**src/rtl/sel_scanner_pkg.sv**
```systemverilog
// sel_scanner_pkg: shared types and constants for the channel-select sequencer.
// FSM state encoding plus default widths and the end-of-range helper.
package sel_scanner_pkg;

    typedef enum logic [1:0] {
        HOLD  = 2'd0,
        SCAN  = 2'd1,
        BLANK = 2'd2
    } state_t;

    localparam int unsigned SEL_WIDTH_DFLT   = 4;
    localparam int unsigned DWELL_WIDTH_DFLT = 8;

    // All-ones end-of-range select for the default select width.
    localparam logic [SEL_WIDTH_DFLT-1:0] SEL_END_DFLT = '1;

    // All-ones end-of-range value for an arbitrary select width (w < 32).
    function automatic logic [31:0] sel_end(input int unsigned w);
        return (32'd1 << w) - 32'd1;
    endfunction

endpackage

```
**src/rtl/dwell_timer.sv**
```systemverilog
// dwell_timer: up-counter with synchronous clear and enable. expired is high
// while the count equals the limit; the owner stops counting at that point,
// so the counter never needs to wrap.
module dwell_timer #(
    parameter int WIDTH = 8
) (
    input  logic             clk,
    input  logic             rst_n,
    input  logic             clr,
    input  logic             en,
    input  logic [WIDTH-1:0] limit,
    output logic             expired
);

    logic [WIDTH-1:0] count;

    // Count register: clear wins over enable.
    always_ff @(posedge clk or negedge rst_n) begin
        if (!rst_n) begin
            count <= '0;
        end else if (clr) begin
            count <= '0;
        end else if (en) begin
            count <= count + 1'b1;
        end
    end

    assign expired = (count == limit);

endmodule

```
**src/rtl/sel_scanner.sv**
```systemverilog
// sel_scanner: channel-select sequencer feeding the binary_to_onehot decoder.
// Holds a host-loaded select or auto-steps through all channels with a
// programmable dwell, inserting a one-cycle break-before-make blank on every
// select change.
// Optional build macro: SEL_SCANNER_PINGPONG_EN (bounce between range ends
// instead of wrapping modulo).
//
//   state | meaning
//   ------+-------------------------------------------------------------
//   HOLD  | sel fixed, sel_valid=1, waiting for mode_scan or load
//   SCAN  | sel valid, dwell timer counting toward dwell_q
//   BLANK | one cycle after any sel change, sel_valid=0
module sel_scanner
    import sel_scanner_pkg::*;
#(
    parameter int SEL_WIDTH   = SEL_WIDTH_DFLT,
    parameter int DWELL_WIDTH = DWELL_WIDTH_DFLT
) (
    input  logic                   clk,
    input  logic                   rst_n,
    input  logic                   ena,
    input  logic                   mode_scan,
    input  logic                   load,
    input  logic [SEL_WIDTH-1:0]   load_sel,
    input  logic [DWELL_WIDTH-1:0] dwell,
    output logic [SEL_WIDTH-1:0]   sel,
    output logic                   sel_valid,
    output logic                   step,
    output logic                   wrap
);

    localparam logic [SEL_WIDTH-1:0] SEL_LAST = SEL_WIDTH'(sel_end(SEL_WIDTH));

    state_t                 state, state_d;
    logic [SEL_WIDTH-1:0]   sel_d, sel_next;
    logic                   sel_valid_d, step_d, wrap_d, wrap_next;
    logic [DWELL_WIDTH-1:0] dwell_q, dwell_q_d;
    logic                   tmr_clr, tmr_en, expired;

`ifdef SEL_SCANNER_PINGPONG_EN
    logic dir_up, dir_up_d, dir_up_next;

    // Next channel when bouncing: reverse at either end and flag the turnaround.
    always_comb begin
        sel_next    = sel;
        wrap_next   = 1'b0;
        dir_up_next = dir_up;
        if (dir_up) begin
            if (sel == SEL_LAST) begin
                sel_next    = sel - 1'b1;
                wrap_next   = 1'b1;
                dir_up_next = 1'b0;
            end else begin
                sel_next = sel + 1'b1;
            end
        end else begin
            if (sel == '0) begin
                sel_next    = sel + 1'b1;
                wrap_next   = 1'b1;
                dir_up_next = 1'b1;
            end else begin
                sel_next = sel - 1'b1;
            end
        end
    end

    // Direction register; resets to counting up.
    always_ff @(posedge clk or negedge rst_n) begin
        if (!rst_n) begin
            dir_up <= 1'b1;
        end else begin
            dir_up <= dir_up_d;
        end
    end
`else
    // Next channel: modulo increment, wrap flagged when leaving the last channel.
    always_comb begin
        sel_next  = sel + 1'b1;
        wrap_next = (sel == SEL_LAST);
    end
`endif

    dwell_timer #(
        .WIDTH (DWELL_WIDTH)
    ) u_dwell_timer (
        .clk     (clk),
        .rst_n   (rst_n),
        .clr     (tmr_clr),
        .en      (tmr_en),
        .limit   (dwell_q),
        .expired (expired)
    );

    // Next-state and next-output decode; load beats everything, ena low freezes.
    always_comb begin
        state_d     = state;
        sel_d       = sel;
        sel_valid_d = sel_valid;
        step_d      = 1'b0;
        wrap_d      = 1'b0;
        dwell_q_d   = dwell_q;
        tmr_clr     = 1'b0;
        tmr_en      = 1'b0;
`ifdef SEL_SCANNER_PINGPONG_EN
        dir_up_d    = dir_up;
`endif
        if (!ena) begin
            // frozen: only the pulses drop
        end else if (load) begin
            sel_d       = load_sel;
            state_d     = BLANK;
            sel_valid_d = 1'b0;
            step_d      = 1'b1;
            tmr_clr     = 1'b1;
        end else begin
            case (state)
                BLANK: begin
                    state_d     = mode_scan ? SCAN : HOLD;
                    sel_valid_d = 1'b1;
                    tmr_clr     = 1'b1;
                    dwell_q_d   = dwell;
                end
                HOLD: begin
                    sel_valid_d = 1'b1;
                    if (mode_scan) begin
                        // sel unchanged, so no blank is needed
                        state_d   = SCAN;
                        tmr_clr   = 1'b1;
                        dwell_q_d = dwell;
                    end
                end
                SCAN: begin
                    if (!mode_scan) begin
                        state_d = HOLD;
                    end else if (expired) begin
                        sel_d       = sel_next;
                        step_d      = 1'b1;
                        wrap_d      = wrap_next;
                        sel_valid_d = 1'b0;
                        state_d     = BLANK;
`ifdef SEL_SCANNER_PINGPONG_EN
                        dir_up_d    = dir_up_next;
`endif
                    end else begin
                        tmr_en = 1'b1;
                    end
                end
                default: begin
                    state_d     = BLANK;
                    sel_valid_d = 1'b0;
                end
            endcase
        end
    end

    // FSM state register.
    always_ff @(posedge clk or negedge rst_n) begin
        if (!rst_n) begin
            state <= BLANK;
        end else begin
            state <= state_d;
        end
    end

    // Registered outputs and latched dwell.
    always_ff @(posedge clk or negedge rst_n) begin
        if (!rst_n) begin
            sel       <= '0;
            sel_valid <= 1'b0;
            step      <= 1'b0;
            wrap      <= 1'b0;
            dwell_q   <= '0;
        end else begin
            sel       <= sel_d;
            sel_valid <= sel_valid_d;
            step      <= step_d;
            wrap      <= wrap_d;
            dwell_q   <= dwell_q_d;
        end
    end

endmodule

```
**config.mk**
```make
export PLATFORM = sky130hd
export DESIGN_NAME = sel_scanner
export DESIGN_NICKNAME = d
export VERILOG_FILES = /design/src/rtl/sel_scanner_pkg.sv /design/src/rtl/dwell_timer.sv /design/src/rtl/sel_scanner.sv
export SDC_FILE = /design/constraint.sdc
export NUM_CORES = 1
export LEC_CHECK = 0
export CAP_MARGIN = 20
export CORE_ASPECT_RATIO = 1.4
export CORE_MARGIN = 5
export CORE_UTILIZATION = 51
export CTS_CLUSTER_DIAMETER = 50
export DETAILED_ROUTE_END_ITERATION = 8
export MAX_ROUTING_LAYER = met4
export PLACE_DENSITY = 0.78
export SYNTH_ARGS = -nofsm -noshare
export SYNTH_HDL_FRONTEND = slang
export SYNTH_HIERARCHICAL = 1
export SYNTH_SLANG_ARGS = --single-unit
```
**constraint.sdc**
```tcl
create_clock -name clk -period 2.2 [get_ports clk]
set_input_delay 0.55 -clock clk [delete_from_list [all_inputs] [get_ports clk]]
set_output_delay 0.55 -clock clk [all_outputs]
set_load 0.03 [all_outputs]
```
==> qor.yml <==
status: "completed"
crit_buf_inv: 1
cts_buffers: 3
min_period_ns: 2.04
dr_total_vias: 1010
yosys_warnings: 6
overflow: 0
cpPeakStageDelay_ns: 0.48
timing.final.max_slew_violations: 0
grtUsageMet3_pct: 2.55
critPathTopFamily: "simple AND/OR/NAND/NOR gates"
io_pins: 24
cts_tree: "yes"
top_usage_layer: "met2"
layout.cells.most_common: "dfrtp_1"
core_area_sq_um: 2420
synth_compound_area_share_pct: 10.5
synth_seq_cells: 25
htree_levels: 1
period_share_pct: 92.6
cp_cell_sequence: "clkdlybuf4s50_1 > nor2b_4 > nand4b_1 > nor2_1 > o2111ai_2 > or3_1 > a21oi_1"
synthXorXnorAreaFrac_pct: 8.02
clkLatencyLatePin_ns: 0.32
drv_cap: 0
diodes: 0
finalSetupViolations: 0
dp_slack_ns: -0.149
p_leak_nw: 0.707
syn_inst: 120
routed_wirelength_um: 2820
port_buffers: 23
chipHeight_um: 70.0
synth-simple-area-share_pct: 14.6
fin_ws_ns: 0.163
finalHoldViolCount: 0
cts_resized: 0
met2_usage_pct: 30.0
peakVddDrop_v: 0.000340
cts_max_path_buffers: 2
die-area_sq_um: 3700
track_usage_pct: 17.3
worst-setup-path-type: "input port to flop"
synth.area.mux_share_pct: 12.2
synth_area_sq_um: 1310
gp_congestion: 0.816
fp-row-count: 21
cts_setup_buffers: 0
arrival_ns: 2.29
rsz0062_at_grt: "no"
fin_skew_ns: 0.00976
worst_pin_slew_ns: 0.351
synth.distinct_cells: 29
slowest_stage: "clkdlybuf4s50_1"
cts-root-buf: "clkbuf_4"
drt-initial-drc-count: 18
utilization_pct: 67.7
synth_top_family_by_area: "simple AND/OR/NAND/NOR gates"
drive_gt1_share_pct: 18.5
hold_path_class: "flop to flop"
crit_required_ns: 2.46
finalSetupTns_ns: 0
cts_sinks: 25
hold_buffers: 0
fmax_mhz: 491
yosysSeqAreaShare_pct: 47.9
final_cell_mix: "24 x dfrtp_1, 23 x clkdlybuf4s50_1, 11 x nor2_1, 10 x buf_4"
syn_avg_cell_area_sq_um: 10.9
nNetsFinal: 171
clkTransAtPathRegs_ns: 0.15
grt_pass1_vias: 1133
gr-usage-met1_pct: 19.1
cp-end-kind: "flop"
cp_max_fo: 4
dp_hpwl_um: 2160
finalInstanceArea_sq_um: 1640
powerDensity_nw_per_um2: 659
syn-num-nets: 139
post_dp_cell_area_sq_um: 1610
die_w_um: 52.8
routed_via_density: 5.46
yosys.area_share.adder_pct: 1.91
grt_pass1_wl_um: 4780
ant_nets: 0
drt_pre_antenna_iters: 4
hold_ws_ns: 0.559
antenna_found_initial: 0
drc: 0
startpoint_type: "input port"
grt_start_max_net_pins: 26
initial_core_util_pct: 54.2
route.detailed.wl_per_inst_um: 15.3
area_growth_pct: 24.9
timing.slew.headroom_pct: 76.5
-- per-stage QoR --
step	std cells	total power, mW
2_1_floorplan	120	0.765
3_3_place_gp	181	0.868
3_5_place_dp	181	0.879
4_1_cts	185	1.09
5_1_grt	185	1.13
6_report	185	1.08
-- cell type report --
type	instances	area, sq um
Clock buffer	3	22.5
Multi-Input combinational cell	85	619
Inverter	4	15.0
Tap cell	34	42.5
Fill cell	204	781
Timing Repair Buffer	33	305
Clock inverter	1	5.00
Sequential cell	25	627
-- per-layer routing --
metal | vias to the layer above | part of all wire, %
li1 | 483 | -
met1 | 485 | 39
met2 | 36 | 54
met3 | 6 | 5.2
met4 | 0 | 1.7
met5 | - | 0
-- sequential cells by signal, summed over array words and instances, names as in the netlist --
register             flops
step                     1
sel_valid                1
sel                      4
dwell_q                  8
u_dwell_timer/count      8
state                    2
wrap                     1
-- synthesized netlist by cell type --
cell / n / share of area (%)
a21oi_1: 8 / 3.1
and2_4: 1 / 0.67
and4b_2: 1 / 0.86
buf_4: 2 / 1.1
buf_6: 1 / 0.86
clkbuf_1: 1 / 0.29
clkbuf_2: 1 / 0.38
clkbuf_8: 1 / 1.1
dfrtp_1: 24 / 46
dfstp_2: 1 / 2.0
ha_1: 2 / 1.9
inv_1: 4 / 1.1
mux2_4: 8 / 9.2
mux2i_1: 4 / 3.1
nand2_1: 9 / 2.6
nand3_1: 1 / 0.38
nand4_1: 7 / 3.3
nand4b_1: 1 / 0.67
nor2_1: 11 / 3.2
nor2b_1: 1 / 0.48
nor2b_4: 1 / 1.1
o2111ai_2: 1 / 1.1
o21a_1: 2 / 1.1
o21ai_0: 8 / 3.1
o21ai_2: 1 / 0.67
o22ai_1: 3 / 1.4
or3_1: 3 / 1.4
xnor2_1: 9 / 6.0
xor2_1: 3 / 2.0
-- report_power, final --
| part | leakage, nW | switching, mW | internal, mW |
|---|---|---|---|
| Sequential | 0.317 | 0.0573 | 0.521 |
| Combinational | 0.372 | 0.122 | 0.168 |
| Clock | 0.0177 | 0.142 | 0.0681 |
-- cell families (layout without fill, tap and decap cells) --
kind of cell / Yosys count / in the layout
buffers and inverters: 10 / 41
adders and majority gates: 2 / 2
xor gates and xnor gates: 12 / 12
DFF: 25 / 25
muxes: 12 / 12
AOI/OAI and AO/OA: 23 / 23
and+or+nand+nor: 36 / 36
-- worst paths after layout --
check / start / end / slack, ns / cells after the start
worst min register to register: dwell_q[3] / dwell_q[3] / 0.56 / 1
worst max-delay path: ena / u_dwell_timer/count[7] / 0.16 / 7
worst min-delay path: dwell_q[3] / dwell_q[3] / 0.56 / 1
worst max register to register: u_dwell_timer/count[2] / u_dwell_timer/count[7] / 0.30 / 7
min in group asynchronous: rst_n / dwell_q[7] / 0.57 / 2
max in group asynchronous: rst_n / state[1] / 1.33 / 2
(Power assumes the default switching activity.)
